`config.mk`:
```
export PLATFORM = sky130hd
export DESIGN_NAME = dffre_deser
export DESIGN_NICKNAME = d
export VERILOG_FILES = /design/src/rtl/dffre_deser_pkg.sv /design/src/rtl/dffre_deser.sv
export SDC_FILE = /design/constraint.sdc
export NUM_CORES = 1
export LEC_CHECK = 0
export ABC_AREA = 1
export CAP_MARGIN = 20
export CORE_MARGIN = 4
export CORE_UTILIZATION = 45
export CTS_CLUSTER_SIZE = 24
export DETAILED_ROUTE_END_ITERATION = 16
export HOLD_SLACK_MARGIN = 0.12
export PLACE_DENSITY_LB_ADDON = 0.05
export SKIP_CTS_REPAIR_TIMING = 1
export SYNTH_ARGS = -nofsm -noshare
export SYNTH_HDL_FRONTEND = slang
export SYNTH_SLANG_ARGS = --single-unit
```
`constraint.sdc`:
```
create_clock -name clk -period 1.9 [get_ports clk]
set_clock_uncertainty 0.15 [all_clocks]
set_input_delay 0.38 -clock clk [delete_from_list [all_inputs] [get_ports clk]]
set_output_delay 0.38 -clock clk [all_outputs]
set_load 0.01 [all_outputs]
```
`src/rtl/dffre_deser_pkg.sv`:
```
// ---------------------------------------------------------------------------
// dffre_deser_pkg : shared types and helpers for the serial-to-parallel deserializer
// Rev 1.0
// ---------------------------------------------------------------------------
`default_nettype none

package dffre_deser_pkg;

  typedef enum logic {
    FILL = 1'b0,
    FULL = 1'b1
  } deser_state_t;

  function automatic int cnt_width(input int width);
    return $clog2(width + 1);
  endfunction

endpackage

`default_nettype wire

```
`src/rtl/dffre_deser.sv`:
```
// ---------------------------------------------------------------------------
// dffre_deser : packs a qualified serial bit stream into WIDTH-bit words behind a valid/ready output
// Rev 1.0
// ---------------------------------------------------------------------------
`default_nettype none

module dffre_deser
  import dffre_deser_pkg::*;
#(
  parameter int WIDTH = 8
) (
  input  logic                        clk,
  input  logic                        i_Reset,
  input  logic                        i_Enable,
  input  logic                        i_D,
  input  logic                        i_Ready,
  output logic [WIDTH-1:0]            o_Data,
  output logic                        o_Valid,
  output logic                        o_Overflow,
  output logic [cnt_width(WIDTH)-1:0] o_Count
);

  localparam int CW = cnt_width(WIDTH);

  deser_state_t   state_q;
  logic [WIDTH-1:0] sr_q;
  logic [CW-1:0]    cnt_q;
  logic [WIDTH-1:0] data_q;
  logic             valid_q;
  logic             ovf_q;

  logic             free_d;
  logic [WIDTH-1:0] word_d;

  assign free_d = !valid_q || i_Ready;
  assign word_d = {sr_q[WIDTH-2:0], i_D};

  always_ff @(posedge clk or posedge i_Reset) begin
    if (i_Reset) begin
      state_q <= FILL;
      sr_q    <= '0;
      cnt_q   <= '0;
      data_q  <= '0;
      valid_q <= 1'b0;
      ovf_q   <= 1'b0;
    end else begin
      // A consume clears valid; any load below in the same cycle re-sets it.
      if (valid_q && i_Ready) begin
        valid_q <= 1'b0;
      end
      case (state_q)
        FILL: begin
          if (i_Enable) begin
            if (cnt_q == CW'(WIDTH - 1)) begin
              if (free_d) begin
                data_q  <= word_d;
                valid_q <= 1'b1;
                cnt_q   <= '0;
              end else begin
                sr_q    <= word_d;
                cnt_q   <= CW'(WIDTH);
                state_q <= FULL;
              end
            end else begin
              sr_q  <= word_d;
              cnt_q <= cnt_q + CW'(1);
            end
          end
        end
        FULL: begin
          if (free_d) begin
            data_q  <= sr_q;
            valid_q <= 1'b1;
            state_q <= FILL;
            if (i_Enable) begin
              sr_q[0] <= i_D;
              cnt_q   <= CW'(1);
            end else begin
              cnt_q   <= '0;
            end
          end else if (i_Enable) begin
            ovf_q <= 1'b1;
          end
        end
        default: state_q <= FILL;
      endcase
    end
  end

  assign o_Data     = data_q;
  assign o_Valid    = valid_q;
  assign o_Overflow = ovf_q;
  assign o_Count    = cnt_q;

endmodule

`default_nettype wire

```
After elaboration in Yosys (flattened, before gate mapping)
Cells that the tools add are included.
- bits of input ports: 5
- word-level logic and storage cells: 52
- bits in registers: 23
- bits in latches: 0
- bits in writable memories: 0
- memories: 0
- bits in read-only memories: 0
- reduce and logical (&&, ||, !) cells: 8
- $lt $le $gt $ge: 0
- eq/ne operators: 8
- bitwise operators: 2
- $mul: 0
- muxes and demuxes: 26
- $add $sub $neg: 1
- shift operators: 0
- div/mod/pow operators: 0
- operators by type and width (cell ; number):
    $mux W8 ; 6
    $mux W4 ; 4
    $pmux W8 S2 ; 1
    $mux W1 ; 11
    $ne A2 B2 Y1 const B ; 5
    $pmux W4 S2 ; 1
    $reduce_and A4 Y1 ; 2
    $pmux W1 S2 ; 3
    $reduce_and A3 Y1 ; 2
    $add A4 B1 Y4 const B ; 1
    $eq A4 B3 Y1 const B ; 1
    $ne A3 B3 Y1 const B ; 1
    $ne A2 B1 Y1 const B ; 1
    $not A1 Y1 ; 2
    $reduce_and A2 Y1 ; 1
    $logic_and A1 B1 Y1 ; 1
    $logic_not A1 Y1 ; 1
    $logic_or A1 B1 Y1 ; 1

Logic depth before layout (Yosys ltp)
Gate-level depths: netlist of the first run.
- depth after elaboration: 6
- gate-level depth with buffers: 8

Worst setup path after synthesis of the first run
Ideal clock, no wire load.
- kind: reg-to-reg
- from: register cnt_q[0] (netlist: o_Count[0])
- to: register sr_q[5]
- data arrival time: 1.182 ns
- stages on the path, launching flop included: 9
- data required time: 1.633 ns
- path slack: 0.450 ns
- cells stage by stage: dfrtp_1 > ha_1 > nand2_2 > nor2_4 > nand2_2 > nand2_4 > buf_12 > nand2_2 > o21ai_2
- cells in the longest elaborated chain, start to end: 3
- elaborated cells between the ends (all ways): 4
- those cells by class: 2 x eq/ne; 1 x mux; 1 x reduce/logical
- RTL lines (item ; line ; text):
    start: declaration ; dffre_deser.sv:27 ; logic [CW-1:0] cnt_q;
    start signal: assignment ; dffre_deser.sv:61 ; cnt_q <= CW'(WIDTH);
    start signal: assignment ; dffre_deser.sv:66 ; cnt_q <= cnt_q + CW'(1);
    $eq A4 B3 Y1 * ; dffre_deser.sv:54 ; if (cnt_q == CW'(WIDTH - 1)) begin
    $ne A2 B2 Y1 (no line) ; n/a ;
    $reduce_and A3 Y1 (no line) ; n/a ;
    end signal: assignment ; dffre_deser.sv:60 ; sr_q <= word_d;
    end signal: assignment ; dffre_deser.sv:65 ; sr_q <= word_d;
    end: declaration ; dffre_deser.sv:26 ; logic [WIDTH-1:0] sr_q;
Every way passes the cells marked *; elsewhere a longest branch is shown, timed or not.
A chain may end at the register's enable or synchronous reset.

Final worst setup path of the first run
- from: register cnt_q[2] (netlist: o_Count[2])
- to: output o_Count[2]
- RTL lines (item ; line ; text):
    end: declaration ; dffre_deser.sv:20 ; output logic [cnt_width(WIDTH)-1:0] o_Count
No word-level cell between the ends.

==> metrics.md, run 1 <==
| Metric | Value |
|---|---|
| Outcome | `finished, final reports clean` |
| Area grow syn2layout | `22.0%` |
| Maximum clock rate | `548 MHz` |
| Final Cell Area | `0.00138 mm²` |
| Reg clk slew, reported paths | `0.13 ns` |
| Top-area cell type share of the netlist area | `50.8%` |
| Worst slew pin tran | `0.290 ns` |
| Final hold slack | `0.236 ns` |
| PortBufs | `18` |
| Gr usage total | `13.8%` |
| Post-Syn Area per Cell | `8.39 µm²` |
| # H-tree levels | `1` |
| Peak supply drop | `0.764 mV` |
| Top_reg_cell synth | `dfrtp_1` |
| Seq/Total Area, Yosys | `50.8%` |
| Synthesized Nets | `141` |
| Synth Cell Area | `0.00113 mm²` |
| Die Height | `58.2 µm` |
| Static Leakage | `0.689 nW` |
| Initial drt markers | `29` |
| Clock root cell | `clkbuf_4` |
| Final setup vio count | `0` |
| Slew Limit Fails | `0` |
| CP startpoint | `o_Count[2]` |
| Maximum clock path buffer count | `2` |
| Largest net degree at the start of global routing | `24` |
| Via count | `909` |
| Die area | `0.00338 mm²` |
| Worst Setup Path Type | `flop to output pin` |
| Tmin final | `1.83 ns` |
| Dpl cell area | `0.00134 mm²` |
| Worst setup margin | `0.0741 ns` |
| Vias in the first global route | `780` |
| Antenna Violating Nets Remaining | `0` |
| Reg2reg setup slack | `0.32 ns` |
| Cells after Synth | `135` |
| Core Area | `0.00230 mm²` |
| Final Net Count | `165` |
| Met2 global-route usage | `19.8%` |
| CP Launch Type | `flop` |
| Reg2reg end | `sr_q[2]` |
| Post-synth EDFFs | `0` |
| Top post-synthesis cells by count | `nand2_1, dfrtp_1, nand3_1` |
| Met3 Resource Use GR | `2.67%` |
| Crit end category | `output pin` |
| CTS tree | `done` |
| Most common cell in the synthesized netlist | `nand2_1` |
| Avg WL per Cell | `11.3 µm` |
| CP delay by family, top | `buffers and inverters` |
| YS warnings | `0` |
| Post-detailed-route DRC marker count | `0` |
| Netlist cell types | `21` |
| Clk_lat worst skew | `0.31 ns` |
| RSZ-0062 raised after global routing | `false` |
| Total Wirelength | `2100 µm` |
| Initial core utilization | `49.3%` |
| Crit path arrival time | `1.30 ns` |
| Max-cap violations | `0` |
| CTS Sinks | `23` |
| HPWL Detailed | `1540 µm` |
| Levels on crit path | `1` |
| Most Used Layer, Global Route | `met1` |
| Met1 usage | `20.2%` |
| Worst path cell trace | `clkdlybuf4s50_1` |
| Tcrit/Tclk final | `96.1%` |
| Hold Crit Class | `input port to async pin` |
| IO Pins | `19` |
| Ant diodes | `0` |
| CP endpoint | `o_Count[2]` |
| CP required | `1.37 ns` |
| CTS buffer count | `3` |
| FP Rows | `17` |
| Gr ovfl total | `0` |
| Dpl ws | `0.189 ns` |
| Vias/cell | `4.89` |
| Critical R2R Launch | `o_Count[0]` |
| First-pass GRT wire length | `3570 µm` |
| Crit Path Max Fanout | `6` |
| Max stage delay on crit path | `0.55 ns` |
| Initial antenna violation count | `0` |
| Bufs and invs on worst path | `1` |
| Ranking of synthesized cells by area | `dfrtp_1, nand2_1, nand3_1` |
| Cell taking the most area after synthesis | `dfrtp_1` |
| Worst slew margin | `80.6%` |
| Share of post-route cells with drive strength above 1 | `19.6%` |
| Yosys reg bits | `23` |
| Async set or reset register ratio after synthesis | `100%` |
| Drt pass-1 iters | `6` |
| Crit-path slowest cell | `clkdlybuf4s50_1` |
| Cell Pwr Density | `1230 mW/mm²` |
| Final hold vios | `0` |
| Placer Congestion | `0.840` |
| FF-to-FF path depth | `8` |
| Die width | `58.2 µm` |
## placed cells by master, fill, tap and decap left out, types with 2 or more instances in the layout
cell,instances
inv_2,5
o21ai_2,3
clkdlybuf4s50_1,17
o21ai_1,10
buf_4,5
nand2_1,45
nand2_2,8
nand3_1,13
dfrtp_1,21
nor2_4,2
o21ai_0,5
inv_1,10
clkbuf_4,3
dfrtp_2,2
## sequential cells by signal, indices dropped and copies added (netlist names)
name        count
state_q         1
sr_q            8
o_Count         4
o_Data          8
o_Overflow      1
o_Valid         1
## area by class of cell
type / count / area, µm²
Clock buffer: 3 / 22.5
Sequential cell: 23 / 578
Timing Repair Buffer: 23 / 220
Multi-Input combinational cell: 93 / 464
Clock inverter: 1 / 5.00
Inverter: 15 / 56.3
Fill cell: 216 / 916
Tap cell: 28 / 35.0
## routing by layer
metal,routed length (µm),share of wire [%]
met1,1070,51
met2,901,43
met3,108,5.2
met4,17,0.81
met5,0,0
## metrics by stage
step,TNS (ns),total power (W),utilization (%),std cells
after global routing,0,0.00184,60.1,186
after floorplan,0,0.00117,-,135
after CTS,-0.000434,0.00170,59.6,185
after global placement,0,0.00145,58.4,181
final,0,0.00170,60.1,186
after detailed placement,0,0.00147,58.4,181
## worst reg2reg max path: cells and delay by family (launching register included)
kind            cells  cell delay, ns
buf+inv             1            0.15
fa+ha+maj           1            0.22
simple gates        5            0.47
compound gates      1            0.07
flops               1            0.42
## worst min path at each step
stage / from / slack, ns / cells past startpoint / end
floorplan: i_Reset / 0.23 / 1 / o_Count[0]
global placement: o_Data[1] / 0.30 / 2 / o_Data[1]
detailed placement: o_Data[2] / 0.31 / 2 / o_Data[2]
CTS: i_Reset / 0.25 / 3 / state_q
global route: i_Reset / 0.26 / 3 / o_Data[2]
finish: i_Reset / 0.24 / 3 / state_q
## power breakdown
group / total (W) / switching, W / internal, W
Sequential: 0.000790 / 0.000131 / 0.000659
Clock: 0.000232 / 0.000153 / 0.0000788
Combinational: 0.000675 / 0.000332 / 0.000343
## kinds of logic after synthesis
kind of cell | count (synthesis) | share of synthesized area, %
fa+ha+maj | 1 | 1.10
flops | 23 | 50.8
compound gates | 20 | 10.4
buf+inv | 19 | 8.18
simple gates | 72 | 29.5
Note: power is estimated with default switching activity, not from simulation.
==> run 2, diff against run 1 <==
Settings changed: SKIP_CTS_REPAIR_TIMING 1 to not set.
==> run 2 against run 1 <==
Fmax about the same. Global-route usage unchanged. Via count unchanged. Flip-flop and latch count unchanged. Die area unchanged. Non-clock buffer count increased by 2. Register-to-register slack about the same. Routed wire length increased by 0.48%. Highest routed layer unchanged.
==> metrics.md, run 2 (synthesis gave the netlist of run 1 again) <==
| Metric | Value |
|---|---|
| Gr usage total | `13.8% (unchanged)` |
| Via count | `909 (unchanged)` |
| Core Area | `0.00230 mm² (unchanged)` |
| Final Net Count | `167 (was 165)` |
| Total power | `0.00173 W (was 0.00170 W)` |
| Tcrit/Tclk final | `96.1% (about the same)` |
| Ant diodes | `0 (unchanged)` |
| Crit-path slowest cell | `clkdlybuf4s50_1 (unchanged)` |
| Final hold vios | `0 (unchanged)` |
| Clock root cell | `clkbuf_4 (unchanged)` |
| Total Wirelength | `2110 µm (was 2100 µm)` |
| Die Height | `58.2 µm (unchanged)` |
| Worst path cell trace | `clkdlybuf4s50_1 (unchanged)` |
| Vias in the first global route | `780 (unchanged)` |
| Clk_lat worst skew | `0.31 ns (about the same)` |
| IO Pins | `19 (unchanged)` |
| Crit path arrival time | `1.30 ns (about the same)` |
| FF-to-FF path depth | `8 (unchanged)` |
| Worst Setup Path Type | `flop to output pin (unchanged)` |
| HPWL Detailed | `1540 µm (unchanged)` |
| Worst slew pin tran | `0.286 ns (was 0.290 ns)` |
| Post-detailed-route DRC marker count | `0 (unchanged)` |
| Die area | `0.00338 mm² (unchanged)` |
| CTS Sinks | `23 (unchanged)` |
| Bufs and invs on worst path | `1 (unchanged)` |
| Post-placement cell count | `181 (unchanged)` |
| Maximum clock rate | `547 MHz (was 548 MHz)` |
| Initial drt markers | `26 (was 29)` |
| Reg clk slew, reported paths | `0.13 ns (about the same)` |
| Placer Congestion | `0.840 (unchanged)` |
| Static Leakage | `0.686 nW (was 0.689 nW)` |
| Levels on crit path | `1 (unchanged)` |
| First-pass GRT wire length | `3570 µm (unchanged)` |
| Worst slew margin | `80.9% (was 80.6%)` |
| Die width | `58.2 µm (unchanged)` |
| Avg WL per Cell | `11.2 µm (was 11.3 µm)` |
| # H-tree levels | `1 (unchanged)` |
| Antenna Violating Nets Remaining | `0 (unchanged)` |
| Maximum clock path buffer count | `2 (unchanged)` |
| Final setup vio count | `0 (unchanged)` |
| FP Rows | `17 (unchanged)` |
| Final cell count without fillers | `188 (was 186)` |
| CP Launch Type | `flop (unchanged)` |
| Commonest non-fill, non-tap cell in the layout | `nand2_1 (unchanged)` |
| CTS tree | `done (unchanged)` |
| Tmin final | `1.83 ns (about the same)` |
| Crit end category | `output pin (unchanged)` |
| Peak supply drop | `0.840 mV (was 0.764 mV)` |
| CP required | `1.37 ns (about the same)` |
| Cts hold-fix bufs | `0` |
| Hold Crit Class | `input port to async pin (unchanged)` |
| CP delay by family, top | `buffers and inverters (unchanged)` |
| PortBufs | `18 (unchanged)` |
| Outcome | `finished, final reports clean (unchanged)` |
| Crit Path Max Fanout | `6 (unchanged)` |
| Slew Limit Fails | `0 (unchanged)` |
| Initial antenna violation count | `0 (unchanged)` |
| Cell Pwr Density | `1240 mW/mm² (was 1230 mW/mm²)` |
| Max stage delay on crit path | `0.55 ns (about the same)` |
| Initial core utilization | `49.3% (unchanged)` |
| Drt pass-1 iters | `6 (unchanged)` |
| Vias/cell | `4.84 (was 4.89)` |
| CTS buffer count | `3 (unchanged)` |
| Gr ovfl total | `0 (unchanged)` |
| RSZ-0062 raised after global routing | `false (unchanged)` |
| Final core utilization | `60.7% (was 60.1%)` |
| Largest net degree at the start of global routing | `24 (unchanged)` |
| Max-cap violations | `0 (unchanged)` |
| Area grow syn2layout | `23.1% (was 22.0%)` |
| Post-route setup TNS | `0 ns (unchanged)` |
| Leading cell types in the layout, fill and taps excluded | `nand2_1, dfrtp_1, clkdlybuf4s50_1, nand3_1 (unchanged)` |
| Share of post-route cells with drive strength above 1 | `20.6% (was 19.6%)` |
run 2: cell types whose count changed in the layout (fill, tap and decap cells not counted), sizes merged:
cell / before / now
buf: 5 / 7
clkdlybuf4s50: 17 / 18
dlymetal6s2s: 1 / 0
run 2: per-layer routing:
| metal | share of wire, % | wire length (µm) | GRT usage (%) | up-vias |
|---|---|---|---|---|
| li1 | - | - | - | 477 |
| met1 | 53 | 1110 | 20.2 | 414 |
| met2 | 42 | 895 | 19.8 | 16 |
| met3 | 4.1 | 87 | 2.67 | 2 |
| met4 | 0.81 | 17 | 5.96 | 0 |
| met5 | 0 | 0 | 0 | - |
run 2: area by class of cell:
type                    count  area, µm²
repair buffers             25        233
fillers                   214        903
clock inverters             1       5.00
clock buffers               3       22.5
inverters                  15       56.3
well taps                  28       35.0
multi-input cells          93        464
flip-flops and latches     23        578
run 2: repair_timing:
| action | CTS | global route |
|---|---|---|
| setup endpoints to repair | 1 | 3 |
| buffers inserted | 0 | 3 |
| endpoints found under the hold margin | 0 | 0 |
| pin swaps | 0 | 0 |
| gates resized for setup | 1 | 1 |
run 2: worst paths after layout:
path	endpoint	from	slack (ns)
max	o_Count[2]	o_Count[2]	0.07
min	state_q	i_Reset	0.23
max reg2reg	sr_q[2]	o_Count[0]	0.32
min reg2reg	o_Data[7]	o_Data[7]	0.34
max in group asynchronous	o_Count[3]	i_Reset	1.12
min in group clk	o_Data[7]	o_Data[7]	0.34
run 2: per-stage QoR:
stage          setup WS, ns  area, µm²  hold slack [ns]
6_report             0.0733       1390            0.234
3_3_place_gp          0.196       1340            0.304
4_1_cts              0.0169       1370            0.247
3_5_place_dp          0.189       1340            0.308
2_1_floorplan         0.450       1130            0.232
5_1_grt              0.0202       1390            0.256
run 2: power breakdown:
part | switching (W) | internal (W)
Combinational | 0.000347 | 0.000371
Sequential | 0.000125 | 0.000659
Clock | 0.000153 | 0.0000787
==> run 3, diff against run 2 <==
Settings changed: CORE_UTILIZATION 45 to 48.
==> run 3 against run 2 <==
Final cell count did not move. Routed wire length up 4.4%. Global-route usage grew 1.4 points. First-iteration DRC count up 12%. Largest cell class unchanged.
==> metrics.md, run 3 (synthesis gave the netlist of run 1 again) <==
| Metric | Value |
|---|---|
| # fillers | `204 (was 214)` |
| Drt pass-1 iters | `4 (was 6)` |
| Gr ovfl total | `0 (unchanged)` |
| CTS Sinks | `23 (unchanged)` |
| Tcrit/Tclk final | `94.7% (was 96.1%)` |
| Sequential group share of total power | `44.7% (was 45.2%)` |
| Worst slew pin tran | `0.290 ns (was 0.286 ns)` |
| Outcome | `finished, final reports clean (unchanged)` |
| Comb pwr share | `42.4% (was 41.4%)` |
| Reg2reg setup slack | `0.33 ns (was 0.32 ns)` |
| Peak supply drop | `0.698 mV (was 0.840 mV)` |
| Core Area | `0.00223 mm² (was 0.00230 mm²)` |
| Worst path cell trace | `clkdlybuf4s50_1 (unchanged)` |
| Reg clk slew, reported paths | `0.13 ns (about the same)` |
| CTS tree | `done (unchanged)` |
| IO Pins | `19 (unchanged)` |
| Final Net Count | `167 (unchanged)` |
| Avg WL per Cell | `11.7 µm (was 11.2 µm)` |
| Die width | `56.6 µm (was 58.2 µm)` |
| Ant diodes | `0 (unchanged)` |
| Maximum clock path buffer count | `2 (unchanged)` |
| Initial core utilization | `50.7% (was 49.3%)` |
| Initial drt markers | `29 (was 26)` |
| CTS buffer count | `3 (unchanged)` |
| Commonest non-fill, non-tap cell in the layout | `nand2_1 (unchanged)` |
| Cts hold-fix bufs | `0 (unchanged)` |
| Vias/cell | `4.78 (was 4.84)` |
| First-pass GRT wire length | `3890 µm (was 3570 µm)` |
| Max-cap violations | `0 (unchanged)` |
| Leading cell types in the layout, fill and taps excluded | `nand2_1, dfrtp_1, clkdlybuf4s50_1, nand3_1 (unchanged)` |
| FF-to-FF path depth | `7 (was 8)` |
| Hold Crit Class | `input port to async pin (unchanged)` |
| Die area | `0.00320 mm² (was 0.00338 mm²)` |
| Critical R2R Launch | `o_Count[0] (unchanged)` |
| Area grow syn2layout | `23.0% (was 23.1%)` |
| Bufs and invs on worst path | `1 (unchanged)` |
| Crit end category | `output pin (unchanged)` |
| Largest net degree at the start of global routing | `24 (unchanged)` |
| P_int | `0.00112 W (was 0.00111 W)` |
| Antenna Violating Nets Remaining | `0 (unchanged)` |
| RSZ-0062 raised after global routing | `false (unchanged)` |
| Total Wirelength | `2200 µm (was 2110 µm)` |
| Post-route setup TNS | `0 ns (unchanged)` |
| Die Height | `56.6 µm (was 58.2 µm)` |
| Vias in the first global route | `857 (was 780)` |
| Final Cell Area | `0.00139 mm² (about the same)` |
| Gr usage total | `15.2% (was 13.8%)` |
| Crit Path Max Fanout | `3 (was 6)` |
| Via count | `898 (was 909)` |
| Max stage delay on crit path | `0.55 ns (about the same)` |
| Crit path arrival time | `1.27 ns (was 1.30 ns)` |
| Share of post-route cells with drive strength above 1 | `20.0% (was 20.6%)` |
| CP delay by family, top | `buffers and inverters (unchanged)` |
| HPWL Detailed | `1600 µm (was 1540 µm)` |
| PortBufs | `18 (unchanged)` |
| Sw Ratio | `36.0% (about the same)` |
| Crit-path slowest cell | `clkdlybuf4s50_1 (unchanged)` |
| Tmin final | `1.80 ns (was 1.83 ns)` |
| Clock root cell | `clkbuf_4 (unchanged)` |
| Worst slew margin | `80.7% (was 80.9%)` |
| FP Rows | `17 (unchanged)` |
| # H-tree levels | `1 (unchanged)` |
| Placer Congestion | `0.764 (was 0.840)` |
| Post-detailed-route DRC marker count | `0 (unchanged)` |
| Initial antenna violation count | `0 (unchanged)` |
| Maximum clock rate | `556 MHz (was 547 MHz)` |
| Sw Pwr | `0.000630 W (was 0.000625 W)` |
| Dpl cell area | `0.00133 mm² (was 0.00134 mm²)` |
| Cell Pwr Density | `1250 mW/mm² (was 1240 mW/mm²)` |
| Static Leakage | `0.687 nW (was 0.686 nW)` |
| CP required | `1.37 ns (about the same)` |
| Final hold vios | `0 (unchanged)` |
| Final setup vio count | `0 (unchanged)` |
| Levels on crit path | `1 (unchanged)` |
| CP Launch Type | `flop (unchanged)` |
| Slew Limit Fails | `0 (unchanged)` |
| Clk_lat worst skew | `0.31 ns (about the same)` |
| Clock network fraction of total power | `12.9% (was 13.4%)` |
| Reg2reg end | `o_Data[7] (was sr_q[2])` |
| Worst Setup Path Type | `flop to output pin (unchanged)` |
==> run 3: how the worst max path moves through the flow <==
stage,startpoint,endpoint
6_report,o_Valid,o_Valid
4_1_cts,o_Count[3],o_Count[3]
3_3_place_gp,i_Enable,o_Data[0]
3_5_place_dp,i_Enable,o_Data[7]
2_1_floorplan,o_Count[0],sr_q[5]
5_1_grt,o_Valid,o_Valid
==> run 3: area by class of cell <==
type	instances	area, µm²	share of cell area (%)
clock buffers	3	22.5	1.62
clock inverters	1	5.00	0.359
inverters	15	56.3	4.04
multi-input cells	93	464	33.3
flip-flops and latches	23	577	41.4
well taps	28	35.0	2.52
repair buffers	25	233	16.7
==> run 3: metal layers <==
| metal | wire (µm) | global-route usage, % | part of all wire, % |
|---|---|---|---|
| met1 | 1070 | 21.1 | 48 |
| met2 | 1040 | 24.3 | 47 |
| met3 | 74 | 2.30 | 3.4 |
| met4 | 21 | 4.75 | 0.95 |
| met5 | 0 | 0 | 0 |
==> run 3: worst register-to-register path: stages, from the launching register on <==
cell     delay [ns]
dfrtp_1        0.40
buf_4          0.13
ha_1           0.19
nand4_1        0.14
nand2_2        0.19
nand2_2        0.14
nand2_1        0.09
nand2_1        0.05
==> run 3: through the flow <==
step	power [W]	std cells	utilization, %	hold slack [ns]	setup WS [ns]
final	0.00175	188	62.4	0.244	0.100
after global routing	0.00189	188	62.4	0.284	0.0331
after CTS	0.00173	185	61.3	0.246	0.0390
after detailed placement	0.00148	180	59.7	0.312	0.141
after global placement	0.00146	180	59.7	0.308	0.200
after floorplan	0.00117	135	-	0.232	0.450
==> run 3: timing repair <==
action,4_1_cts,5_1_grt
gates resized for setup,1,0
setup endpoints to repair,2,2
hold endpoints to repair,0,0
buffers inserted,1,3
==> run 3: power groups by stage <==
stage,Clock (W),Combinational [W],Sequential (W)
global route,0.000255,0.000832,0.000804
global placement,0,0.000656,0.000799
CTS,0.000241,0.000702,0.000791
detailed placement,0,0.000670,0.000810
floorplan,0,0.000328,0.000838
finish,0.000226,0.000741,0.000781
